File: src/rtl/i2c_eeprom_slave.sv
// i2c_eeprom_slave: byte-addressed I2C EEPROM slave.
// Decodes START/STOP, 7-bit device address, 1-byte word address, byte writes
// and sequential/random reads. SDA is open-drain (drive-low enable only).
// Every committed byte is mirrored on wr_valid/wr_addr/wr_data.
// Optional macro I2C_SLV_PAGE_WRAP_EN: write bursts wrap inside a PAGE_SIZE page.
module i2c_eeprom_slave #(
    parameter logic [6:0]  DEV_ADDR  = 7'h50,
    parameter int unsigned MEM_DEPTH = 256,
    parameter int unsigned PAGE_SIZE = 8
) (
    input  logic       clk,
    input  logic       rst_n,
    input  logic       i2c_scl,
    input  logic       i2c_sda_in,
    output logic       i2c_sda_oe,
    output logic       busy,
    output logic       wr_valid,
    output logic [7:0] wr_addr,
    output logic [7:0] wr_data
);
    localparam int unsigned AW = $clog2(MEM_DEPTH);

    typedef enum logic [3:0] {
        S_IDLE, S_DEV, S_DEV_ACK, S_WADDR, S_WADDR_ACK,
        S_WDATA, S_WDATA_ACK, S_RDATA, S_RACK, S_WAIT_STOP
    } state_t;

    state_t        r_state;
    state_t        w_state_nxt;
    logic [1:0]    r_scl_sync;
    logic [1:0]    r_sda_sync;
    logic          r_scl_d;
    logic          r_sda_d;
    logic [7:0]    r_shift;
    logic [3:0]    r_cnt;
    logic [AW-1:0] r_ptr;
    logic          r_ack;
    logic          r_sda_oe;
    logic          r_busy;
    logic          r_wr_valid;
    logic [7:0]    r_wr_addr;
    logic [7:0]    r_wr_data;
    logic [7:0]    r_mem [MEM_DEPTH];

    logic          w_scl;
    logic          w_sda;
    logic          w_scl_rise;
    logic          w_scl_fall;
    logic          w_start;
    logic          w_stop;
    logic          w_byte_done;
    logic          w_addr_match;
    logic [7:0]    w_shift_in;
    logic [7:0]    w_rd_byte;
    logic [AW-1:0] w_rd_ptr_nxt;
    logic [AW-1:0] w_wr_ptr_nxt;
    logic          w_oe_nxt;
    logic          w_busy_nxt;
    logic          w_mem_we;
    logic          w_tx_load;

    // Two-flop synchronizers plus one delayed copy for edge detection; idle bus is high
    always_ff @(posedge clk or negedge rst_n) begin
        if (!rst_n) begin
            r_scl_sync <= '1;
            r_sda_sync <= '1;
            r_scl_d    <= 1'b1;
            r_sda_d    <= 1'b1;
        end else begin
            r_scl_sync <= {r_scl_sync[0], i2c_scl};
            r_sda_sync <= {r_sda_sync[0], i2c_sda_in};
            r_scl_d    <= r_scl_sync[1];
            r_sda_d    <= r_sda_sync[1];
        end
    end

    assign w_scl        = r_scl_sync[1];
    assign w_sda        = r_sda_sync[1];
    assign w_scl_rise   = w_scl & ~r_scl_d;
    assign w_scl_fall   = ~w_scl & r_scl_d;
    // SCL must be high in both samples, so an SDA edge coincident with an SCL edge is ignored
    assign w_start      = w_scl & r_scl_d & r_sda_d & ~w_sda;
    assign w_stop       = w_scl & r_scl_d & ~r_sda_d & w_sda;
    assign w_byte_done  = (r_cnt == 4'd8);
    assign w_addr_match = (r_shift[7:1] == DEV_ADDR);
    assign w_shift_in   = {r_shift[6:0], w_sda};
    assign w_rd_byte    = r_mem[r_ptr];

    assign w_rd_ptr_nxt = (r_ptr == AW'(MEM_DEPTH - 1)) ? '0 : r_ptr + 1'b1;
`ifdef I2C_SLV_PAGE_WRAP_EN
    localparam logic [AW-1:0] PG_MASK = AW'(PAGE_SIZE - 1);
    assign w_wr_ptr_nxt = (r_ptr & ~PG_MASK) | ((r_ptr + 1'b1) & PG_MASK);
`else
    assign w_wr_ptr_nxt = w_rd_ptr_nxt;
`endif

    // FSM state register
    always_ff @(posedge clk or negedge rst_n) begin
        if (!rst_n) r_state <= S_IDLE;
        else        r_state <= w_state_nxt;
    end

    // FSM next state: START/STOP win in every state, otherwise advance on SCL fall
    always_comb begin
        w_state_nxt = r_state;
        if (w_start) begin
            w_state_nxt = S_DEV;
        end else if (w_stop) begin
            w_state_nxt = S_IDLE;
        end else if (w_scl_fall) begin
            case (r_state)
                S_DEV:       if (w_byte_done) w_state_nxt = w_addr_match ? S_DEV_ACK : S_WAIT_STOP;
                S_DEV_ACK:   w_state_nxt = r_shift[0] ? S_RDATA : S_WADDR;
                S_WADDR:     if (w_byte_done) w_state_nxt = S_WADDR_ACK;
                S_WADDR_ACK: w_state_nxt = S_WDATA;
                S_WDATA:     if (w_byte_done) w_state_nxt = S_WDATA_ACK;
                S_WDATA_ACK: w_state_nxt = S_WDATA;
                S_RDATA:     if (w_byte_done) w_state_nxt = S_RACK;
                S_RACK:      w_state_nxt = r_ack ? S_WAIT_STOP : S_RDATA;
                default:     ;
            endcase
        end
    end

    // FSM outputs: next SDA drive, busy flag, memory write strobe, read byte load
    always_comb begin
        w_oe_nxt   = r_sda_oe;
        w_busy_nxt = r_busy;
        w_mem_we   = (r_state == S_WDATA) && w_scl_rise && (r_cnt == 4'd7);
        w_tx_load  = 1'b0;
        if (w_start || w_stop) begin
            w_oe_nxt = 1'b0;
            if (w_stop) w_busy_nxt = 1'b0;
        end else if (w_scl_fall) begin
            case (w_state_nxt)
                S_DEV_ACK, S_WADDR_ACK, S_WDATA_ACK: w_oe_nxt = 1'b1;
                S_RDATA: begin
                    if (r_state != S_RDATA) begin
                        w_tx_load = 1'b1;
                        w_oe_nxt  = ~w_rd_byte[7];
                    end else begin
                        w_oe_nxt  = ~r_shift[6];
                    end
                end
                default: w_oe_nxt = 1'b0;
            endcase
            if (w_state_nxt == S_DEV_ACK)
                w_busy_nxt = 1'b1;
            else if (r_state == S_DEV && w_state_nxt == S_WAIT_STOP)
                w_busy_nxt = 1'b0;
        end
    end

    // Datapath: bit shifting/counting, address pointer, registered outputs
    always_ff @(posedge clk or negedge rst_n) begin
        if (!rst_n) begin
            r_shift    <= '0;
            r_cnt      <= '0;
            r_ptr      <= '0;
            r_ack      <= 1'b1;
            r_sda_oe   <= 1'b0;
            r_busy     <= 1'b0;
            r_wr_valid <= 1'b0;
            r_wr_addr  <= '0;
            r_wr_data  <= '0;
        end else begin
            r_sda_oe   <= w_oe_nxt;
            r_busy     <= w_busy_nxt;
            r_wr_valid <= w_mem_we;
            if (w_start || w_stop) begin
                r_cnt <= '0;
            end else if (w_tx_load) begin
                r_shift <= w_rd_byte;
                r_cnt   <= '0;
                r_ptr   <= w_rd_ptr_nxt;
            end else begin
                case (r_state)
                    S_DEV, S_WADDR, S_WDATA: begin
                        if (w_scl_rise && !w_byte_done) begin
                            r_shift <= w_shift_in;
                            r_cnt   <= r_cnt + 4'd1;
                        end else if (w_scl_fall && w_byte_done) begin
                            r_cnt <= '0;
                            if (r_state == S_WADDR) r_ptr <= AW'(r_shift);
                        end
                        if (w_mem_we) begin
                            r_wr_addr <= 8'(r_ptr);
                            r_wr_data <= w_shift_in;
                            r_ptr     <= w_wr_ptr_nxt;
                        end
                    end
                    S_RDATA: begin
                        if (w_scl_rise)
                            r_cnt <= r_cnt + 4'd1;
                        else if (w_scl_fall && !w_byte_done)
                            r_shift <= {r_shift[6:0], 1'b0};
                    end
                    S_RACK: begin
                        if (w_scl_rise) r_ack <= w_sda;
                    end
                    default: ;
                endcase
            end
        end
    end

    // Byte array: intentionally not reset so contents survive rst_n
    always_ff @(posedge clk) begin
        if (w_mem_we) r_mem[r_ptr] <= w_shift_in;
    end

    assign i2c_sda_oe = r_sda_oe;
    assign busy       = r_busy;
    assign wr_valid   = r_wr_valid;
    assign wr_addr    = r_wr_addr;
    assign wr_data    = r_wr_data;

endmodule

File: config.mk
export PLATFORM = sky130hd
export DESIGN_NAME = i2c_eeprom_slave
export DESIGN_NICKNAME = d
export VERILOG_FILES = /design/src/rtl/i2c_eeprom_slave.sv
export SDC_FILE = /design/constraint.sdc
export NUM_CORES = 2
export LEC_CHECK = 0
export CAP_MARGIN = 15
export CELL_PAD_IN_SITES_DETAIL_PLACEMENT = 1
export CELL_PAD_IN_SITES_GLOBAL_PLACEMENT = 2
export CORE_ASPECT_RATIO = 1.25
export CORE_MARGIN = 4
export CORE_UTILIZATION = 55
export CTS_CLUSTER_SIZE = 20
export DETAILED_ROUTE_END_ITERATION = 7
export PLACE_DENSITY = 0.88
export SLEW_MARGIN = 20
export SYNTH_ARGS = -nofsm -noshare
export SYNTH_HDL_FRONTEND = slang
export SYNTH_SLANG_ARGS = --single-unit
File: constraint.sdc
create_clock -name clk -period 16.3 [get_ports clk]
set_input_delay 4.075 -clock clk [delete_from_list [all_inputs] [get_ports clk]]
set_output_delay 4.075 -clock clk [all_outputs]
set_load 0.005 [all_outputs]
==> results.py <==
metrics = {
    "logic_synthesis": {
        "yosysTopAreaCell": "edfxtp_1",
        "synth_seq_area_share_pct": 76.5,
        "syn_area_per_cell_um2": 21.5,
        "synth_edf_count": 2048,
        "synth_nets": 3823,
        "synthFlopType": "edfxtp_1",
        "synth-compound-area-share_pct": 1.80,
        "syn_area_um2": 82000,
        "synth-seq-cells": 2098,
        "ys_async_sr_fraction_pct": 2.38,
        "yosysWarnings": 0,
        "synth_top_family_by_area": "multiplexers",
        "ys_types": 76,
        "synthXorXnorAreaFrac_pct": 0.0107,
        "synthDominantCellAreaShare_pct": 75.0,
        "synthTopCellsByArea": "edfxtp_1 (75%), mux4_2 (15%), mux2i_1 (1.4%)",
        "synth-adder-area-share_pct": 0.0915,
        "yosys.area_share.simple_pct": 3.20,
        "synth.area.mux_share_pct": 16.9,
        "netlist_instances": 3813,
    },
    "sta": {
        "worst_slew_pin_slew_ns": 1.20,
        "fin_worst_skew_ns": 0.0322,
        "max_slew_margin_pct": 17.8,
        "rsz0062_at_grt": "no",
        "period_share_pct": 40.0,
        "fin_hold_ws_ns": 0.356,
        "final_hold_viol_count": 0,
        "setup_tns_ns": 0,
        "setup_viol": 0,
        "maxSlewViolCount": 0,
        "period_needed_ns": 6.52,
        "max_freq_mhz": 153,
    },
    "placement": {
        "dpl.hpwl_um": 141000,
        "portBuffers": 22,
        "routabilityCongestion": 0.905,
        "place_area_um2": 84400,
        "dp.cells": 5616,
    },
    "setup_path": {
        "r2r_setup_slack_ns": 9.78,
        "reg2regPathDepth": 11,
        "worstPathArrival_ns": 7.23,
        "path_max_fanout": 111,
        "crit_type": "reg -> reg",
        "critPathCaptureType": "register",
        "r2r-start": "r_ptr[1]",
        "timing.rr.end": "i2c_sda_oe",
        "required_ns": 17.01,
        "critPathLaunchType": "register",
    },
    "final_layout": {
        "fin_cells": 5968,
        "layout_commonest_cell": "edfxtp_1",
        "final_nets": 3896,
        "fillers": 12000,
        "drive_gt1_share_pct": 24.1,
        "final_area_um2": 90500,
        "area_growth_pct": 10.4,
        "final_cell_mix": "edfxtp_1 (2048), mux4_2 (537), nor2_1 (288)",
    },
    "detailed_routing": {
        "drc": 0,
        "first_pass_iters": 5,
        "num_vias": 42000,
        "drt-total-wl_um": 234000,
        "via_per_inst": 7.04,
        "drtIter0Drc": 6317,
        "detail-route-antenna-nets": 0,
        "routedWlPerCell_um": 39.3,
    },
    "worst_hold_path": {
        "worstHoldPathCells": 0,
        "hold_path.class": "reg -> reg",
        "holdPathEnd": "r_scl_sync[1]",
        "hold_start": "r_scl_sync[0]",
    },
    "clock_tree": {
        "clock_path_buffers": 3,
        "cts_tree": "done",
        "cts_buffers": 187,
        "htreeDepth": 4,
        "cts_num_sinks": 2098,
        "cts-resized-gates": 0,
        "clkSlewWorstSetupHoldPaths_ns": 0.06,
        "clk_latency_ns": 0.84,
        "root_buffer": "clkbuf_16",
        "holdBufCountCts": 0,
        "post_cts_buffers": 0,
    },
    "global_routing": {
        "antenna_found_initial": 15,
        "grt_use_total_pct": 30.5,
        "first_global_vias": 43400,
        "grt-ovfl-total": 0,
        "grt_pass1_wl_um": 333000,
        "grt_max_degree": 208,
    },
    "power": {
        "total_power_uw": 12000,
        "max-vdd-ir-drop_mv": 0.164,
        "p_leak_uw": 0.0278,
        "powerDensity_nw_per_um2": 132,
    },
    "status": {
        "status": "finished, final reports clean",
    },
    "die": {
        "io_pins": 23,
        "core_area_um2": 148000,
        "die-area_um2": 155000,
        "die_height_um": 440,
        "start_util_pct": 55.3,
        "die_w_um": 353,
        "rows": 158,
    },
    "flow_run": {
        "maxCapViolCount": 0,
    },
}
synthesized netlist by cell type, types with 3 or more instances:
master and count:
a221oi_1 5, mux2_2 22, nand4_1 18, and3_1 7, nand3_1 51, nand3b_1 8
o32ai_1 14, a21oi_1 44, dfstp_2 7, o22ai_1 34, and2_1 5, a31oi_1 8
nand4b_1 3, a41oi_1 4, dfrtp_1 43, o211ai_1 8, ha_1 6, buf_8 3
nor2_1 292, inv_1 8, and4b_1 5, o21ai_0 14, o31ai_1 3, nor2b_1 13
or3_1 3, nor4_1 13, o21ai_1 9, a22oi_1 42, buf_6 18, buf_1 23
buf_4 28, nor4bb_1 6, nor3b_1 4, and3b_1 4, mux2i_1 116, o2111ai_1 4
nand2_1 95, a22o_1 4, clkbuf_1 101, buf_2 51, mux4_2 537, nand2b_1 6
nor3_1 24, edfxtp_1 2048, mux4_1 13
how the worst max path moves through the flow:
stage                     from    endpoint  slack (ns)  cells after the start
floorplan           r_shift[4]    r_ptr[3]       10.97                      8
global placement      r_ptr[1]  i2c_sda_oe        9.89                     11
detailed placement    r_ptr[1]  i2c_sda_oe        9.91                     11
global route          r_ptr[1]  i2c_sda_oe        9.67                     11
CTS                   r_ptr[1]  i2c_sda_oe        9.89                     11
finish                r_ptr[1]  i2c_sda_oe        9.78                     11
per-layer routing:
layer,GRT usage [%],up-vias,share of wire (%)
li1,-,16100,-
met1,38.2,22300,33
met2,48.4,2901,48
met3,8.01,725,11
met4,18.8,6,7.3
met5,0,-,0.016
layout make-up:
cell class	instances	area, um2	area share (%)
multi-input cells	1480	18200	20.1
flip-flops and latches	2098	62800	69.4
clock inverters	102	1060	1.17
inverters	10	45.0	0.0498
diodes	13	32.5	0.0359
clock buffers	236	5010	5.53
well taps	1920	2400	2.65
repair buffers	109	1010	1.11
flip-flops by register name (all words and copies together) (netlist names):
| name | cells |
|---|---|
| busy | 1 |
| i2c_sda_oe | 1 |
| r_ack | 1 |
| r_cnt | 4 |
| r_mem | 2048 |
| r_ptr | 8 |
| r_scl_d | 1 |
| r_scl_sync | 2 |
| r_sda_d | 1 |
| r_sda_sync | 2 |
| r_shift | 8 |
| r_state | 4 |
| wr_addr | 8 |
| wr_data | 8 |
| wr_valid | 1 |
per-stage QoR:
| step | util, % | worst slack, ns |
|---|---|---|
| floorplan | - | 10.97 |
| global placement | 56.9 | 9.89 |
| detailed placement | 56.9 | 9.91 |
| CTS | 61.0 | 9.89 |
| global route | 61.0 | 9.67 |
| finish | 61.0 | 9.78 |
where the power goes:
group | internal, uW | total [uW] | switching, uW
combinational | 202 | 890 | 688
clock | 2450 | 4410 | 1960
sequential | 6490 | 6690 | 196
total | 9150 | 12000 | 2840
worst max-delay path, cell delays in order, from the launching register on:
cell      delay, ns
dfrtp_4        0.87
buf_4          0.69
buf_12         0.62
buf_4          0.65
buf_4          0.72
mux4_2         0.61
nand4_1        0.12
o211ai_1       0.11
nor4_1         0.69
and3_1         0.27
nand4_1        0.43
a22oi_1        0.35
cells by family (layout without fill, tap and decap cells):
family,after synthesis,after routing
buffers and inverters,235,457
xor gates and xnor gates,1,1
muxes,688,688
adders and majority gates,6,6
DFF,2098,2098
AOI/OAI and AO/OA,215,215
and+or+nand+nor,570,570
other,0,13
Note: power is estimated with default switching activity, not from simulation.
